<file path="src/rtl/axi_mem_tester_if.sv">
// axi_mem_tester_if: AXI4 write/read channel bundle between the memory tester and its slave.
interface axi_mem_tester_if;
    logic [5:0]  awid;
    logic [31:0] awaddr;
    logic [7:0]  awlen;
    logic [2:0]  awsize;
    logic [1:0]  awburst;
    logic        awvalid;
    logic        awready;
    logic [31:0] wdata;
    logic [3:0]  wstrb;
    logic        wlast;
    logic        wvalid;
    logic        wready;
    logic [5:0]  bid;
    logic [1:0]  bresp;
    logic        bvalid;
    logic        bready;
    logic [5:0]  arid;
    logic [31:0] araddr;
    logic [7:0]  arlen;
    logic [2:0]  arsize;
    logic [1:0]  arburst;
    logic        arvalid;
    logic        arready;
    logic [5:0]  rid;
    logic [31:0] rdata;
    logic [1:0]  rresp;
    logic        rlast;
    logic        rvalid;
    logic        rready;
    modport master (
        output awid, awaddr, awlen, awsize, awburst, awvalid, input awready,
        output wdata, wstrb, wlast, wvalid, input wready,
        input bid, bresp, bvalid, output bready,
        output arid, araddr, arlen, arsize, arburst, arvalid, input arready,
        input rid, rdata, rresp, rlast, rvalid, output rready
    );
    modport slave (
        input awid, awaddr, awlen, awsize, awburst, awvalid, output awready,
        input wdata, wstrb, wlast, wvalid, output wready,
        output bid, bresp, bvalid, input bready,
        input arid, araddr, arlen, arsize, arburst, arvalid, output arready,
        output rid, rdata, rresp, rlast, rvalid, input rready
    );
endinterface

</file>
<file path="src/rtl/axi_mem_tester.sv">
// axi_mem_tester: writes num_bursts INCR bursts of address^seed, reads them back and counts mismatches.
module axi_mem_tester #(
    parameter logic [5:0] AXI_ID       = 6'h00,
    parameter int         MAX_BURSTS_W = 16
) (
    input  logic                    clk,
    input  logic                    reset,
    input  logic                    start,
    input  logic [31:0]             base_addr,
    input  logic [MAX_BURSTS_W-1:0] num_bursts,
    input  logic [3:0]              beats_m1,
    input  logic [31:0]             seed,
    output logic                    busy,
    output logic                    done,
    output logic                    pass,
    output logic [15:0]             err_count,
    output logic [31:0]             first_err_addr,
    axi_mem_tester_if.master        m_axi
);
    typedef enum logic [2:0] {IDLE, AW, W, B, AR, R, FIN} state_t;
    localparam logic [MAX_BURSTS_W-1:0] ONE = 1;
    state_t                  state_q, state_d;
    logic [31:0]             base_q, base_d, addr_q, addr_d, seed_q, seed_d;
    logic [31:0]             ferr_q, ferr_d, wdata_q, wdata_d, beat_addr, err_at;
    logic [MAX_BURSTS_W-1:0] nb_q, nb_d, burst_q, burst_d;
    logic [3:0]              blen_q, blen_d, beat_q, beat_d;
    logic [15:0]             err_q, err_d;
    logic                    busy_q, busy_d, done_q, done_d;
    logic                    awvalid_q, awvalid_d, wvalid_q, wvalid_d, wlast_q, wlast_d;
    logic                    bready_q, bready_d, arvalid_q, arvalid_d, rready_q, rready_d;
    logic                    last_burst, last_beat, err_hit;

    always_comb begin
        beat_addr  = addr_q + {26'b0, beat_q, 2'b00};
        last_burst = burst_q + ONE == nb_q;
        last_beat  = beat_q == blen_q;
        state_d    = state_q;
        base_d     = base_q;
        addr_d     = addr_q;
        seed_d     = seed_q;
        nb_d       = nb_q;
        burst_d    = burst_q;
        blen_d     = blen_q;
        beat_d     = beat_q;
        busy_d     = busy_q;
        done_d     = done_q;
        err_d      = err_q;
        ferr_d     = ferr_q;
        err_hit    = 1'b0;
        err_at     = addr_q;
        case (state_q)
            IDLE: if (start) begin
                base_d  = base_addr & 32'hFFFF_FFC0;
                addr_d  = base_addr & 32'hFFFF_FFC0;
                seed_d  = seed;
                nb_d    = num_bursts;
                blen_d  = beats_m1;
                burst_d = '0;
                beat_d  = '0;
                busy_d  = 1'b1;
                done_d  = 1'b0;
                err_d   = '0;
                ferr_d  = '0;
                state_d = num_bursts != '0 ? AW : FIN;
            end
            AW: if (m_axi.awready) begin
                beat_d  = '0;
                state_d = W;
            end
            W: if (m_axi.wready) begin
                beat_d  = beat_q + 4'd1;
                state_d = last_beat ? B : W;
            end
            B: if (m_axi.bvalid) begin
                err_hit = m_axi.bresp != 2'b00 || m_axi.bid != AXI_ID;
                burst_d = last_burst ? '0 : burst_q + ONE;
                addr_d  = last_burst ? base_q : addr_q + 32'd64;
                state_d = last_burst ? AR : AW;
            end
            AR: if (m_axi.arready) begin
                beat_d  = '0;
                state_d = R;
            end
            R: if (m_axi.rvalid) begin
                // rlast is checked, not trusted: the burst always ends after beats_m1+1 beats
                err_hit = m_axi.rdata != (beat_addr ^ seed_q) || m_axi.rresp != 2'b00 ||
                          m_axi.rid != AXI_ID || m_axi.rlast != last_beat;
                err_at  = beat_addr;
                beat_d  = beat_q + 4'd1;
                if (last_beat) begin
                    burst_d = burst_q + ONE;
                    addr_d  = addr_q + 32'd64;
                    state_d = last_burst ? FIN : AR;
                end
            end
            FIN: begin
                busy_d  = 1'b0;
                done_d  = 1'b1;
                state_d = IDLE;
            end
            default: state_d = IDLE;
        endcase
        if (err_hit) begin
            err_d  = err_q == 16'hFFFF ? err_q : err_q + 16'd1;
            ferr_d = err_q == 16'd0 ? err_at : ferr_q;
        end
        awvalid_d = state_d == AW;
        wvalid_d  = state_d == W;
        bready_d  = state_d == B;
        arvalid_d = state_d == AR;
        rready_d  = state_d == R;
        wlast_d   = state_d == W && beat_d == blen_d;
        wdata_d   = (addr_d + {26'b0, beat_d, 2'b00}) ^ seed_d;
    end

    always_ff @(posedge clk or posedge reset) begin
        if (reset) begin
            state_q   <= IDLE;
            base_q    <= '0;
            addr_q    <= '0;
            seed_q    <= '0;
            nb_q      <= '0;
            burst_q   <= '0;
            blen_q    <= '0;
            beat_q    <= '0;
            busy_q    <= 1'b0;
            done_q    <= 1'b0;
            err_q     <= '0;
            ferr_q    <= '0;
            awvalid_q <= 1'b0;
            wvalid_q  <= 1'b0;
            wlast_q   <= 1'b0;
            wdata_q   <= '0;
            bready_q  <= 1'b0;
            arvalid_q <= 1'b0;
            rready_q  <= 1'b0;
        end else begin
            state_q   <= state_d;
            base_q    <= base_d;
            addr_q    <= addr_d;
            seed_q    <= seed_d;
            nb_q      <= nb_d;
            burst_q   <= burst_d;
            blen_q    <= blen_d;
            beat_q    <= beat_d;
            busy_q    <= busy_d;
            done_q    <= done_d;
            err_q     <= err_d;
            ferr_q    <= ferr_d;
            awvalid_q <= awvalid_d;
            wvalid_q  <= wvalid_d;
            wlast_q   <= wlast_d;
            wdata_q   <= wdata_d;
            bready_q  <= bready_d;
            arvalid_q <= arvalid_d;
            rready_q  <= rready_d;
        end
    end

    assign busy           = busy_q;
    assign done           = done_q;
    assign pass           = done_q && err_q == 16'd0;
    assign err_count      = err_q;
    assign first_err_addr = ferr_q;
    assign m_axi.awid     = AXI_ID;
    assign m_axi.awaddr   = addr_q;
    assign m_axi.awlen    = {4'b0, blen_q};
    assign m_axi.awsize   = 3'b010;
    assign m_axi.awburst  = 2'b01;
    assign m_axi.awvalid  = awvalid_q;
    assign m_axi.wdata    = wdata_q;
    assign m_axi.wstrb    = 4'hF;
    assign m_axi.wlast    = wlast_q;
    assign m_axi.wvalid   = wvalid_q;
    assign m_axi.bready   = bready_q;
    assign m_axi.arid     = AXI_ID;
    assign m_axi.araddr   = addr_q;
    assign m_axi.arlen    = {4'b0, blen_q};
    assign m_axi.arsize   = 3'b010;
    assign m_axi.arburst  = 2'b01;
    assign m_axi.arvalid  = arvalid_q;
    assign m_axi.rready   = rready_q;
endmodule

</file>
<file path="src/flat_wrapper.sv">
// flat-port wrapper written by rule: the top's interface ports become plain ports
module axi_mem_tester_flat 
#(
    parameter logic [5:0] AXI_ID       = 6'h00,
    parameter int         MAX_BURSTS_W = 16
)
  (clk, reset, start, base_addr, num_bursts, beats_m1, seed, busy, done, pass, err_count, first_err_addr, m_axi_awid, m_axi_awaddr, m_axi_awlen, m_axi_awsize, m_axi_awburst, m_axi_awvalid, m_axi_awready, m_axi_wdata, m_axi_wstrb, m_axi_wlast, m_axi_wvalid, m_axi_wready, m_axi_bid, m_axi_bresp, m_axi_bvalid, m_axi_bready, m_axi_arid, m_axi_araddr, m_axi_arlen, m_axi_arsize, m_axi_arburst, m_axi_arvalid, m_axi_arready, m_axi_rid, m_axi_rdata, m_axi_rresp, m_axi_rlast, m_axi_rvalid, m_axi_rready);
  axi_mem_tester_if m_axi_i ();
  input  logic clk;
  input  logic reset;
  input  logic start;
  input  logic [31:0] base_addr;
  input  logic [MAX_BURSTS_W-1:0] num_bursts;
  input  logic [3:0] beats_m1;
  input  logic [31:0] seed;
  output logic busy;
  output logic done;
  output logic pass;
  output logic [15:0] err_count;
  output logic [31:0] first_err_addr;
  output wire logic [$bits(m_axi_i.awid)-1:0] m_axi_awid;
  output wire logic [$bits(m_axi_i.awaddr)-1:0] m_axi_awaddr;
  output wire logic [$bits(m_axi_i.awlen)-1:0] m_axi_awlen;
  output wire logic [$bits(m_axi_i.awsize)-1:0] m_axi_awsize;
  output wire logic [$bits(m_axi_i.awburst)-1:0] m_axi_awburst;
  output wire logic [$bits(m_axi_i.awvalid)-1:0] m_axi_awvalid;
  input wire logic [$bits(m_axi_i.awready)-1:0] m_axi_awready;
  output wire logic [$bits(m_axi_i.wdata)-1:0] m_axi_wdata;
  output wire logic [$bits(m_axi_i.wstrb)-1:0] m_axi_wstrb;
  output wire logic [$bits(m_axi_i.wlast)-1:0] m_axi_wlast;
  output wire logic [$bits(m_axi_i.wvalid)-1:0] m_axi_wvalid;
  input wire logic [$bits(m_axi_i.wready)-1:0] m_axi_wready;
  input wire logic [$bits(m_axi_i.bid)-1:0] m_axi_bid;
  input wire logic [$bits(m_axi_i.bresp)-1:0] m_axi_bresp;
  input wire logic [$bits(m_axi_i.bvalid)-1:0] m_axi_bvalid;
  output wire logic [$bits(m_axi_i.bready)-1:0] m_axi_bready;
  output wire logic [$bits(m_axi_i.arid)-1:0] m_axi_arid;
  output wire logic [$bits(m_axi_i.araddr)-1:0] m_axi_araddr;
  output wire logic [$bits(m_axi_i.arlen)-1:0] m_axi_arlen;
  output wire logic [$bits(m_axi_i.arsize)-1:0] m_axi_arsize;
  output wire logic [$bits(m_axi_i.arburst)-1:0] m_axi_arburst;
  output wire logic [$bits(m_axi_i.arvalid)-1:0] m_axi_arvalid;
  input wire logic [$bits(m_axi_i.arready)-1:0] m_axi_arready;
  input wire logic [$bits(m_axi_i.rid)-1:0] m_axi_rid;
  input wire logic [$bits(m_axi_i.rdata)-1:0] m_axi_rdata;
  input wire logic [$bits(m_axi_i.rresp)-1:0] m_axi_rresp;
  input wire logic [$bits(m_axi_i.rlast)-1:0] m_axi_rlast;
  input wire logic [$bits(m_axi_i.rvalid)-1:0] m_axi_rvalid;
  output wire logic [$bits(m_axi_i.rready)-1:0] m_axi_rready;
  assign m_axi_awid = m_axi_i.awid;
  assign m_axi_awaddr = m_axi_i.awaddr;
  assign m_axi_awlen = m_axi_i.awlen;
  assign m_axi_awsize = m_axi_i.awsize;
  assign m_axi_awburst = m_axi_i.awburst;
  assign m_axi_awvalid = m_axi_i.awvalid;
  assign m_axi_i.awready = m_axi_awready;
  assign m_axi_wdata = m_axi_i.wdata;
  assign m_axi_wstrb = m_axi_i.wstrb;
  assign m_axi_wlast = m_axi_i.wlast;
  assign m_axi_wvalid = m_axi_i.wvalid;
  assign m_axi_i.wready = m_axi_wready;
  assign m_axi_i.bid = m_axi_bid;
  assign m_axi_i.bresp = m_axi_bresp;
  assign m_axi_i.bvalid = m_axi_bvalid;
  assign m_axi_bready = m_axi_i.bready;
  assign m_axi_arid = m_axi_i.arid;
  assign m_axi_araddr = m_axi_i.araddr;
  assign m_axi_arlen = m_axi_i.arlen;
  assign m_axi_arsize = m_axi_i.arsize;
  assign m_axi_arburst = m_axi_i.arburst;
  assign m_axi_arvalid = m_axi_i.arvalid;
  assign m_axi_i.arready = m_axi_arready;
  assign m_axi_i.rid = m_axi_rid;
  assign m_axi_i.rdata = m_axi_rdata;
  assign m_axi_i.rresp = m_axi_rresp;
  assign m_axi_i.rlast = m_axi_rlast;
  assign m_axi_i.rvalid = m_axi_rvalid;
  assign m_axi_rready = m_axi_i.rready;
  axi_mem_tester #(.AXI_ID(AXI_ID), .MAX_BURSTS_W(MAX_BURSTS_W)) u_core (.clk(clk), .reset(reset), .start(start), .base_addr(base_addr), .num_bursts(num_bursts), .beats_m1(beats_m1), .seed(seed), .busy(busy), .done(done), .pass(pass), .err_count(err_count), .first_err_addr(first_err_addr), .m_axi(m_axi_i));
endmodule
</file>
<file path="config.mk">
export PLATFORM = sky130hd
export DESIGN_NAME = axi_mem_tester_flat
export DESIGN_NICKNAME = d
export VERILOG_FILES = /design/src/rtl/axi_mem_tester_if.sv /design/src/rtl/axi_mem_tester.sv /design/src/flat_wrapper.sv
export SDC_FILE = /design/constraint.sdc
export NUM_CORES = 1
export LEC_CHECK = 0
export ABC_AREA = 1
export CAP_MARGIN = 10
export CORE_MARGIN = 2
export CORE_UTILIZATION = 29
export CTS_CLUSTER_DIAMETER = 60
export CTS_CLUSTER_SIZE = 12
export DETAILED_ROUTE_END_ITERATION = 7
export GPL_TIMING_DRIVEN = 1
export SETUP_SLACK_MARGIN = 0.3
export SYNTH_ARGS = -nofsm -noshare
export SYNTH_HDL_FRONTEND = slang
export SYNTH_SLANG_ARGS = --single-unit
</file>
<file path="constraint.sdc">
create_clock -name clk -period 7.4 [get_ports clk]
set_input_delay 1.48 -clock clk [delete_from_list [all_inputs] [get_ports clk]]
set_output_delay 1.48 -clock clk [all_outputs]
set_load 0.02 [all_outputs]
</file>
==> impl_results.rst, run 1 <==
.. list-table::
   :header-rows: 1

   * - Metric
     - Value
   * - Run status
     - finished clean
   * - Largest area contributor in the netlist
     - sky130_fd_sc_hd__dfrtp_1
   * - Most frequent cells in the layout
     - 599 x sky130_fd_sc_hd__nand2_1, 295 x sky130_fd_sc_hd__clkdlybuf4s50_1, 221 x sky130_fd_sc_hd__dfrtp_1
   * - Filler Cell Count
     - 5382
   * - Crit Path Class
     - flip-flop to flip-flop
   * - Via count of the routed design
     - 14400
   * - Post-synth top flop
     - sky130_fd_sc_hd__dfrtp_1
   * - Most common cell after layout, fill and taps aside
     - sky130_fd_sc_hd__nand2_1
   * - WL per Instance
     - 18.7 um
   * - Met1 Track Usage GR
     - 26.8%
   * - Post-synth design cell area
     - 15100 um2
   * - Hold_ws
     - 0.474 ns
   * - Share of Yosys cell area claimed by the top area cell type
     - 36.5%
   * - Startpoint type of the worst setup path
     - flip-flop
   * - Endpoints failing setup
     - 0
   * - Avg Cell Area, Syn
     - 7.36 um2
   * - Unrepaired setup endpoints after global routing
     - no
   * - Power Dens Cells
     - 425 nW/um2
   * - Proportion of register bits with asynchronous set or reset after synthesis
     - 100%
   * - Synth top area cells
     - sky130_fd_sc_hd__dfrtp_1 37%, sky130_fd_sc_hd__nand2_1 15%, sky130_fd_sc_hd__xor2_1 7.6%
   * - Pin count of the biggest net entering global routing
     - 76
   * - Met2 Use GR
     - 34.0%
   * - Global Route Usage Sum
     - 20.2%
   * - Period utilisation layout
     - 73.9%
   * - Hold path depth
     - 2
   * - Width of the die
     - 232 um
   * - Path class of the lowest-slack min-delay path
     - flip-flop to flip-flop
   * - Ports placed on the boundary
     - 336
   * - Number of buffers added for setup after CTS
     - 0
   * - Violation count after the first detailed-route iteration
     - 1300
   * - Rel. slew slack
     - 27.9%
   * - Antenna violations before repair
     - 5
   * - Layout-stage area growth over the synthesis result
     - 26.8%
   * - Fraction of layout instances using a drive strength above 1
     - 7.57%
   * - Critical Path RT
     - 7.85 ns
   * - Total wire length after detailed routing
     - 55900 um
   * - Number of cell rows
     - 83
   * - H-tree depth reported by CTS
     - 1
   * - Dpl cells
     - 2934
   * - Area occupied by multi-input gates
     - 8020 um2
   * - Core region area
     - 51500 um2
   * - Half-perimeter wire length after detailed placement
     - 42900 um
   * - Dpl cell area
     - 18300 um2
   * - Vias/cell
     - 4.83
   * - Number of design rule violations left after detail routing
     - 0
   * - Final slew viol count
     - 0
   * - Global-route wire length before repair
     - 83600 um
   * - PostCTS Resize Cnt
     - 0
   * - Final hold violations
     - 0
   * - Placement Setup Slack
     - 1.82 ns
   * - Actual transition at the worst max-transition pin
     - 1.08 ns
   * - CP arrival
     - 5.92 ns
   * - Input/output buffers
     - 295
   * - Clk_skew
     - 0.0148 ns
   * - Highest fanout seen on the critical path
     - 27
   * - Count of flip-flops with a built-in enable after synthesis
     - 0
   * - Path depth of the worst reg2reg path
     - 24
   * - Clock period minus worst slack
     - 5.47 ns
   * - GP Congestion
     - 0.954
   * - Internal portion of total power
     - 4.13 mW
   * - Number of distinct library cell variants in the gate-level netlist after synthesis
     - 56
   * - Switching portion of total power
     - 49.4%
   * - Max Cap Violations
     - 0
   * - Count of mapped cells out of synthesis
     - 2057
   * - Kind of end point of the critical path
     - flip-flop
   * - TritonCTS Buffers
     - 28
   * - Clock power frac
     - 16.7%
   * - Total gr overflow
     - 0
   * - Layer with the highest usage after global routing
     - met2
   * - Fin cells
     - 2984
   * - Combinational cell fraction of total power
     - 56.8%
   * - Sequential cell area
     - 5530 um2
   * - Initial core utilization
     - 29.4%
   * - Post-route antenna net violation count
     - 0
   * - Floorplan die area
     - 54100 um2
   * - Root buffer selected by CTS
     - sky130_fd_sc_hd__clkbuf_16
   * - Count of synthesis-stage warnings from yosys
     - 0
   * - Largest vdd supply drop
     - 0.000194 V
   * - Met3 Track Usage GR
     - 3.06%
   * - Net switching power
     - 4.04 mW
   * - FF+latch count, synth
     - 221
   * - Clock insertion delay at the later pin of the skew report
     - 0.57 ns
   * - Nets@finish
     - 2440
   * - TritonCTS clock tree
     - done
   * - Register share of total power
     - 26.5%
   * - Final standard cell area without fillers
     - 19200 um2
   * - Sequential element share of the synthesized area
     - 36.5%
   * - Worst setup margin
     - 1.93 ns
   * - Finished Core Util
     - 37.3%
   * - Vias in the first global route
     - 13800
   * - Achievable Freq
     - 0.183 GHz
   * - Clock Pin Slew Worst Setup and Hold Paths
     - 0.06 ns
   * - Number of sinks handled by clock tree synthesis
     - 221
   * - Largest buffer count on any clock path
     - 3
   * - Setup TNS after final layout
     - 0 ns
   * - Leakage dissipation
     - 9.06 nW
   * - Total power
     - 8.17 mW
   * - Die Ht
     - 232 um
   * - Pre-Repair DR Iteration Count
     - 6
   * - Number of buffers inserted by hold repair at cts
     - 0
==> power by group through the flow <==
stage	Combinational (mW)	Clock, mW	Sequential (mW)
global route	5.05	1.44	2.22
CTS	4.62	1.40	2.16
global placement	4.57	0	2.17
floorplan	2.87	0	2.26
finish	4.64	1.37	2.16
detailed placement	4.60	0	2.18
==> worst max-delay path: stages (launching register included) <==
cell,delay [ns]
sky130_fd_sc_hd__dfrtp_1,0.46
sky130_fd_sc_hd__ha_1,0.27
sky130_fd_sc_hd__nand3_1,0.20
sky130_fd_sc_hd__nor2_2,0.21
sky130_fd_sc_hd__nand4_1,0.14
sky130_fd_sc_hd__nand3_1,0.12
sky130_fd_sc_hd__nand2_1,0.09
sky130_fd_sc_hd__nor2_2,0.10
sky130_fd_sc_hd__nand2_2,0.06
sky130_fd_sc_hd__nor2_4,0.62
sky130_fd_sc_hd__nand2_4,0.43
sky130_fd_sc_hd__nand2_1,0.23
sky130_fd_sc_hd__o2111ai_1,0.38
sky130_fd_sc_hd__nand2_1,0.16
sky130_fd_sc_hd__inv_1,0.07
sky130_fd_sc_hd__ha_1,0.35
sky130_fd_sc_hd__nand3_1,0.10
sky130_fd_sc_hd__nand2_1,0.11
sky130_fd_sc_hd__a21o_1,0.13
sky130_fd_sc_hd__nand3_1,0.12
sky130_fd_sc_hd__nor2_2,0.28
sky130_fd_sc_hd__nand3_2,0.17
sky130_fd_sc_hd__nor2_4,0.27
sky130_fd_sc_hd__nand2_1,0.11
sky130_fd_sc_hd__xor2_1,0.15
==> metal layers <==
metal	up-vias	share of wire (%)
li1	6940	-
met1	6894	43
met2	490	48
met3	90	6.4
met4	4	2.6
met5	-	0.039
==> final timing paths <==
kind	startpoint	endpoint	slack (ns)
min in group asynchronous	reset	u_core.err_count[12]$_DFFE_PP0P_	1.41
max reg2reg	u_core.burst_q[0]$_DFFE_PP0P_	u_core.m_axi.wdata[23]$_DFF_PP0_	1.93
max in group asynchronous	reset	u_core.m_axi.araddr[21]$_DFF_PP0_	4.64
min	u_core.base_q[27]$_DFFE_PP0P_	u_core.base_q[27]$_DFFE_PP0P_	0.47
min reg2reg	u_core.base_q[27]$_DFFE_PP0P_	u_core.base_q[27]$_DFFE_PP0P_	0.47
max	u_core.burst_q[0]$_DFFE_PP0P_	u_core.m_axi.wdata[23]$_DFF_PP0_	1.93
==> state kept, by name, indices dropped and copies added (netlist names), 3 cells and up <==
signal,count
u_core.beat_q,4
u_core.state_q,3
u_core.seed_q,32
u_core.m_axi.araddr,32
u_core.blen_q,4
u_core.base_q,26
u_core.burst_q,16
u_core.m_axi.wdata,32
u_core.nb_q,16
u_core.first_err_addr,32
u_core.err_count,16
==> cell families (layout without fill, tap and decap cells) <==
| logic type | Yosys count | in the layout | synth area share, % |
|---|---|---|---|
| flip-flops | 221 | 221 | 36.5 |
| AO/OA/AOI/OAI | 220 | 220 | 8.50 |
| other | 2 | 38 | 0.0496 |
| AND/OR/NAND/NOR | 1070 | 1070 | 32.2 |
| XOR/XNOR | 171 | 171 | 9.89 |
| buffers and inverters | 358 | 569 | 11.4 |
| adder cells (fa/ha/maj) | 15 | 15 | 1.34 |
==> synth_stat cells (all sizes together), types with 5 or more instances <==
| master | number |
|---|---|
| nand2 | 642 |
| dfrtp | 221 |
| inv | 209 |
| nand3 | 202 |
| nor2 | 142 |
| xor2 | 132 |
| o21ai | 111 |
| buf | 101 |
| a21oi | 53 |
| clkbuf | 44 |
| xnor2 | 39 |
| nand4 | 30 |
| nor3 | 25 |
| o211ai | 15 |
| ha | 13 |
| o22ai | 13 |
| a221oi | 10 |
| nor4 | 10 |
| nand3b | 9 |
| o21bai | 6 |
| or2 | 5 |
==> area by class of cell <==
class	count	area share (%)
timing repair buffer	312	16.0
multi-input combinational	1510	41.8
tap	680	4.43
antenna	4	0.0521
clock inverter	13	0.847
sequential	221	28.8
inverter	211	4.16
clock buffer	33	3.90
(Power assumes the default switching activity.)
==> run 2, diff against run 1 <==
Clock period 7.4 ns to 4.9 ns, I/O delays scaled along.
==> run 2 against run 1 <==
  * Combinational power grew 53%
  * Global-route usage is essentially flat
  * Die area is the same
  * First-iteration DRC count shrank 19%
  * Highest routed layer is now met4
==> impl_results.rst, run 2 (synthesis gave the netlist of run 1 again) <==
.. list-table::
   :header-rows: 1

   * - Metric
     - Value
   * - Antenna violations before repair
     - 4 (was 5)
   * - Pre-Repair DR Iteration Count
     - 5 (was 6)
   * - Hold path depth
     - 2 (unchanged)
   * - Fraction of layout instances using a drive strength above 1
     - 8.06% (was 7.57%)
   * - Dpl cell area
     - 18400 um2 (was 18300 um2)
   * - Global-route wire length before repair
     - 84000 um (was 83600 um)
   * - Number of buffers inserted by hold repair at cts
     - 0 (unchanged)
   * - Most common cell after layout, fill and taps aside
     - sky130_fd_sc_hd__nand2_1 (unchanged)
   * - Number of design rule violations left after detail routing
     - 0 (unchanged)
   * - Largest vdd supply drop
     - 0.000304 V (was 0.000194 V)
   * - Leakage dissipation
     - 9.15 nW (was 9.06 nW)
   * - Achievable Freq
     - 0.230 GHz (was 0.183 GHz)
   * - Core region area
     - 51500 um2 (unchanged)
   * - Path class of the lowest-slack min-delay path
     - flip-flop to flip-flop (unchanged)
   * - Endpoints failing setup
     - 0 (unchanged)
   * - Depth of the critical timing path with buffers and inverters included
     - 27 (was 24)
   * - Half-perimeter wire length after detailed placement
     - 42300 um (was 42900 um)
   * - Vias/cell
     - 4.82 (was 4.83)
   * - Finished Core Util
     - 37.6% (was 37.3%)
   * - WL per Instance
     - 18.5 um (was 18.7 um)
   * - Via count of the routed design
     - 14400 (about the same)
   * - Width of the die
     - 232 um (unchanged)
   * - Die Ht
     - 232 um (unchanged)
   * - Final standard cell area without fillers
     - 19400 um2 (was 19200 um2)
   * - Global Route Usage Sum
     - 20.1% (was 20.2%)
   * - Actual transition at the worst max-transition pin
     - 0.996 ns (was 1.08 ns)
   * - Crit-path slowest cell
     - sky130_fd_sc_hd__dfrtp_1 (was sky130_fd_sc_hd__nor2_4)
   * - Critical path's most frequent cell
     - sky130_fd_sc_hd__nand2_1 (unchanged)
   * - Clock insertion delay at the later pin of the skew report
     - 0.57 ns (about the same)
   * - Highest fanout seen on the critical path
     - 6 (was 27)
   * - Kind of end point of the critical path
     - flip-flop (unchanged)
   * - Startpoint type of the worst setup path
     - flip-flop (unchanged)
   * - Total wire length after detailed routing
     - 55500 um (was 55900 um)
   * - Input/output buffers
     - 295 (unchanged)
   * - Initial core utilization
     - 29.4% (unchanged)
   * - Clk_skew
     - 0.0150 ns (was 0.0148 ns)
   * - Layout-stage area growth over the synthesis result
     - 28.1% (was 26.8%)
   * - Register share of total power
     - 25.8% (was 26.5%)
   * - Crit Path Class
     - flip-flop to flip-flop (unchanged)
   * - Kind of cell adding the most delay to the critical path
     - simple AND/OR/NAND/NOR gates (unchanged)
   * - Internal portion of total power
     - 6.39 mW (was 4.13 mW)
   * - Net switching power
     - 6.06 mW (was 4.04 mW)
   * - Biggest cell delay along the critical path
     - 0.45 ns (was 0.62 ns)
   * - Clock power frac
     - 17.3% (was 16.7%)
   * - Run status
     - finished clean (unchanged)
   * - Total gr overflow
     - 0 (unchanged)
   * - Clock Pin Slew Worst Setup and Hold Paths
     - 0.06 ns (about the same)
   * - Setup TNS after final layout
     - 0 ns (unchanged)
   * - Post-route antenna net violation count
     - 0 (unchanged)
   * - Nets@finish
     - 2452 (was 2440)
   * - Final slew viol count
     - 0 (unchanged)
   * - Combinational cell fraction of total power
     - 56.9% (was 56.8%)
   * - Critical Path RT
     - 5.35 ns (was 7.85 ns)
   * - Number of cell rows
     - 83 (unchanged)
   * - CP arrival
     - 4.79 ns (was 5.92 ns)
   * - GP Congestion
     - 0.935 (was 0.954)
   * - Max Cap Violations
     - 0 (unchanged)
   * - Switching portion of total power
     - 48.7% (was 49.4%)
   * - Root buffer selected by CTS
     - sky130_fd_sc_hd__clkbuf_16 (unchanged)
   * - Floorplan die area
     - 54100 um2 (unchanged)
   * - Rel. slew slack
     - 33.1% (was 27.9%)
   * - Violation count after the first detailed-route iteration
     - 1055 (was 1300)
   * - Vias in the first global route
     - 14100 (was 13800)
   * - Path depth of the worst reg2reg path
     - 27 (was 24)
   * - Power Dens Cells
     - 642 nW/um2 (was 425 nW/um2)
   * - Clock period minus worst slack
     - 4.34 ns (was 5.47 ns)
   * - Most frequent cells in the layout
     - 599 x sky130_fd_sc_hd__nand2_1, 295 x sky130_fd_sc_hd__clkdlybuf4s50_1, 221 x sky130_fd_sc_hd__dfrtp_1 (unchanged)
   * - H-tree depth reported by CTS
     - 1 (unchanged)
   * - Pin count of the biggest net entering global routing
     - 97 (was 76)
   * - Register-to-register path setup slack
     - 0.56 ns (was 1.93 ns)
   * - TritonCTS clock tree
     - done (unchanged)
   * - CP bufs+invs
     - 2 (was 1)
   * - Unrepaired setup endpoints after global routing
     - yes (was no)
   * - Number of sinks handled by clock tree synthesis
     - 221 (unchanged)
   * - Period utilisation layout
     - 88.6% (was 73.9%)
   * - Ports placed on the boundary
     - 336 (unchanged)
   * - Largest buffer count on any clock path
     - 3 (unchanged)
   * - TritonCTS Buffers
     - 28 (unchanged)
   * - Final hold violations
     - 0 (unchanged)
[run 2: changes by cell type in the layout (fill, tap and decap cells not counted), sizes merged]
cell,change
inv,+1
buf,+12
clkinv,-1
clkbuf,-4
clkinvlp,-1
bufinv,+2
diode,+2
[run 2: worst register-to-register path, delay by kind of cell, from the launching register on]
family / cells / cell delay [ns]
compound gates: 3 / 0.41
fa+ha+maj: 3 / 0.85
buf+inv: 2 / 0.16
flops: 1 / 0.45
simple gates: 19 / 2.39
[run 2: worst paths after layout]
path / from / endpoint
setup reg to reg: u_core.burst_q[0]$_DFFE_PP0P_ / u_core.m_axi.wdata[26]$_DFF_PP0_
hold reg to reg: u_core.base_q[27]$_DFFE_PP0P_ / u_core.base_q[27]$_DFFE_PP0P_
hold / removal: u_core.base_q[27]$_DFFE_PP0P_ / u_core.base_q[27]$_DFFE_PP0P_
max in group asynchronous: reset / u_core.m_axi.wdata[28]$_DFF_PP0_
min in group asynchronous: reset / u_core.busy$_DFFE_PP0P_
setup / recovery: u_core.burst_q[0]$_DFFE_PP0P_ / u_core.m_axi.wdata[26]$_DFF_PP0_
[run 2: area by class of cell]
cell class | count | area, um2
Clock buffer | 29 | 726
Clock inverter | 14 | 204
Antenna cell | 6 | 15.0
Inverter | 211 | 798
Timing Repair Buffer | 324 | 3220
Multi-Input combinational cell | 1510 | 8040
Tap cell | 680 | 851
Sequential cell | 221 | 5530
Fill cell | 5432 | 32100
[run 2: layer usage]
| metal | GRT usage [%] | share of wire, % |
|---|---|---|
| met1 | 27.1 | 44 |
| met2 | 32.3 | 46 |
| met3 | 2.79 | 6.4 |
| met4 | 8.66 | 4.1 |
| met5 | 0 | 0 |
[run 2: what timing repair did]
item / CTS / global route
setup buffers: 0 / 3
endpoints found under the setup margin: 0 / 22
hold endpoints to repair: 0 / 0
resized for setup: 0 / 5
[run 2: metrics by stage]
| stage | cells | total power [mW] | hold slack, ns | worst slack [ns] |
|---|---|---|---|---|
| final | 2995 | 12.4 | 0.484 | 0.559 |
| after global routing | 2990 | 13.3 | 0.509 | 0.287 |
| after CTS | 2986 | 12.4 | 0.483 | 0.373 |
| after detailed placement | 2943 | 10.2 | 0.465 | 0.414 |
| after global placement | 2943 | 10.2 | 0.457 | 0.481 |
| after floorplan | 2089 | 7.75 | 0.443 | 1.04 |
[run 2: power by group through the flow]
stage	clock network (mW)	registers (mW)	logic (mW)
floorplan	0	3.41	4.34
global placement	0	3.23	6.94
detailed placement	0	3.24	7.00
CTS	2.19	3.22	7.03
global route	2.27	3.30	7.70
finish	2.15	3.21	7.08
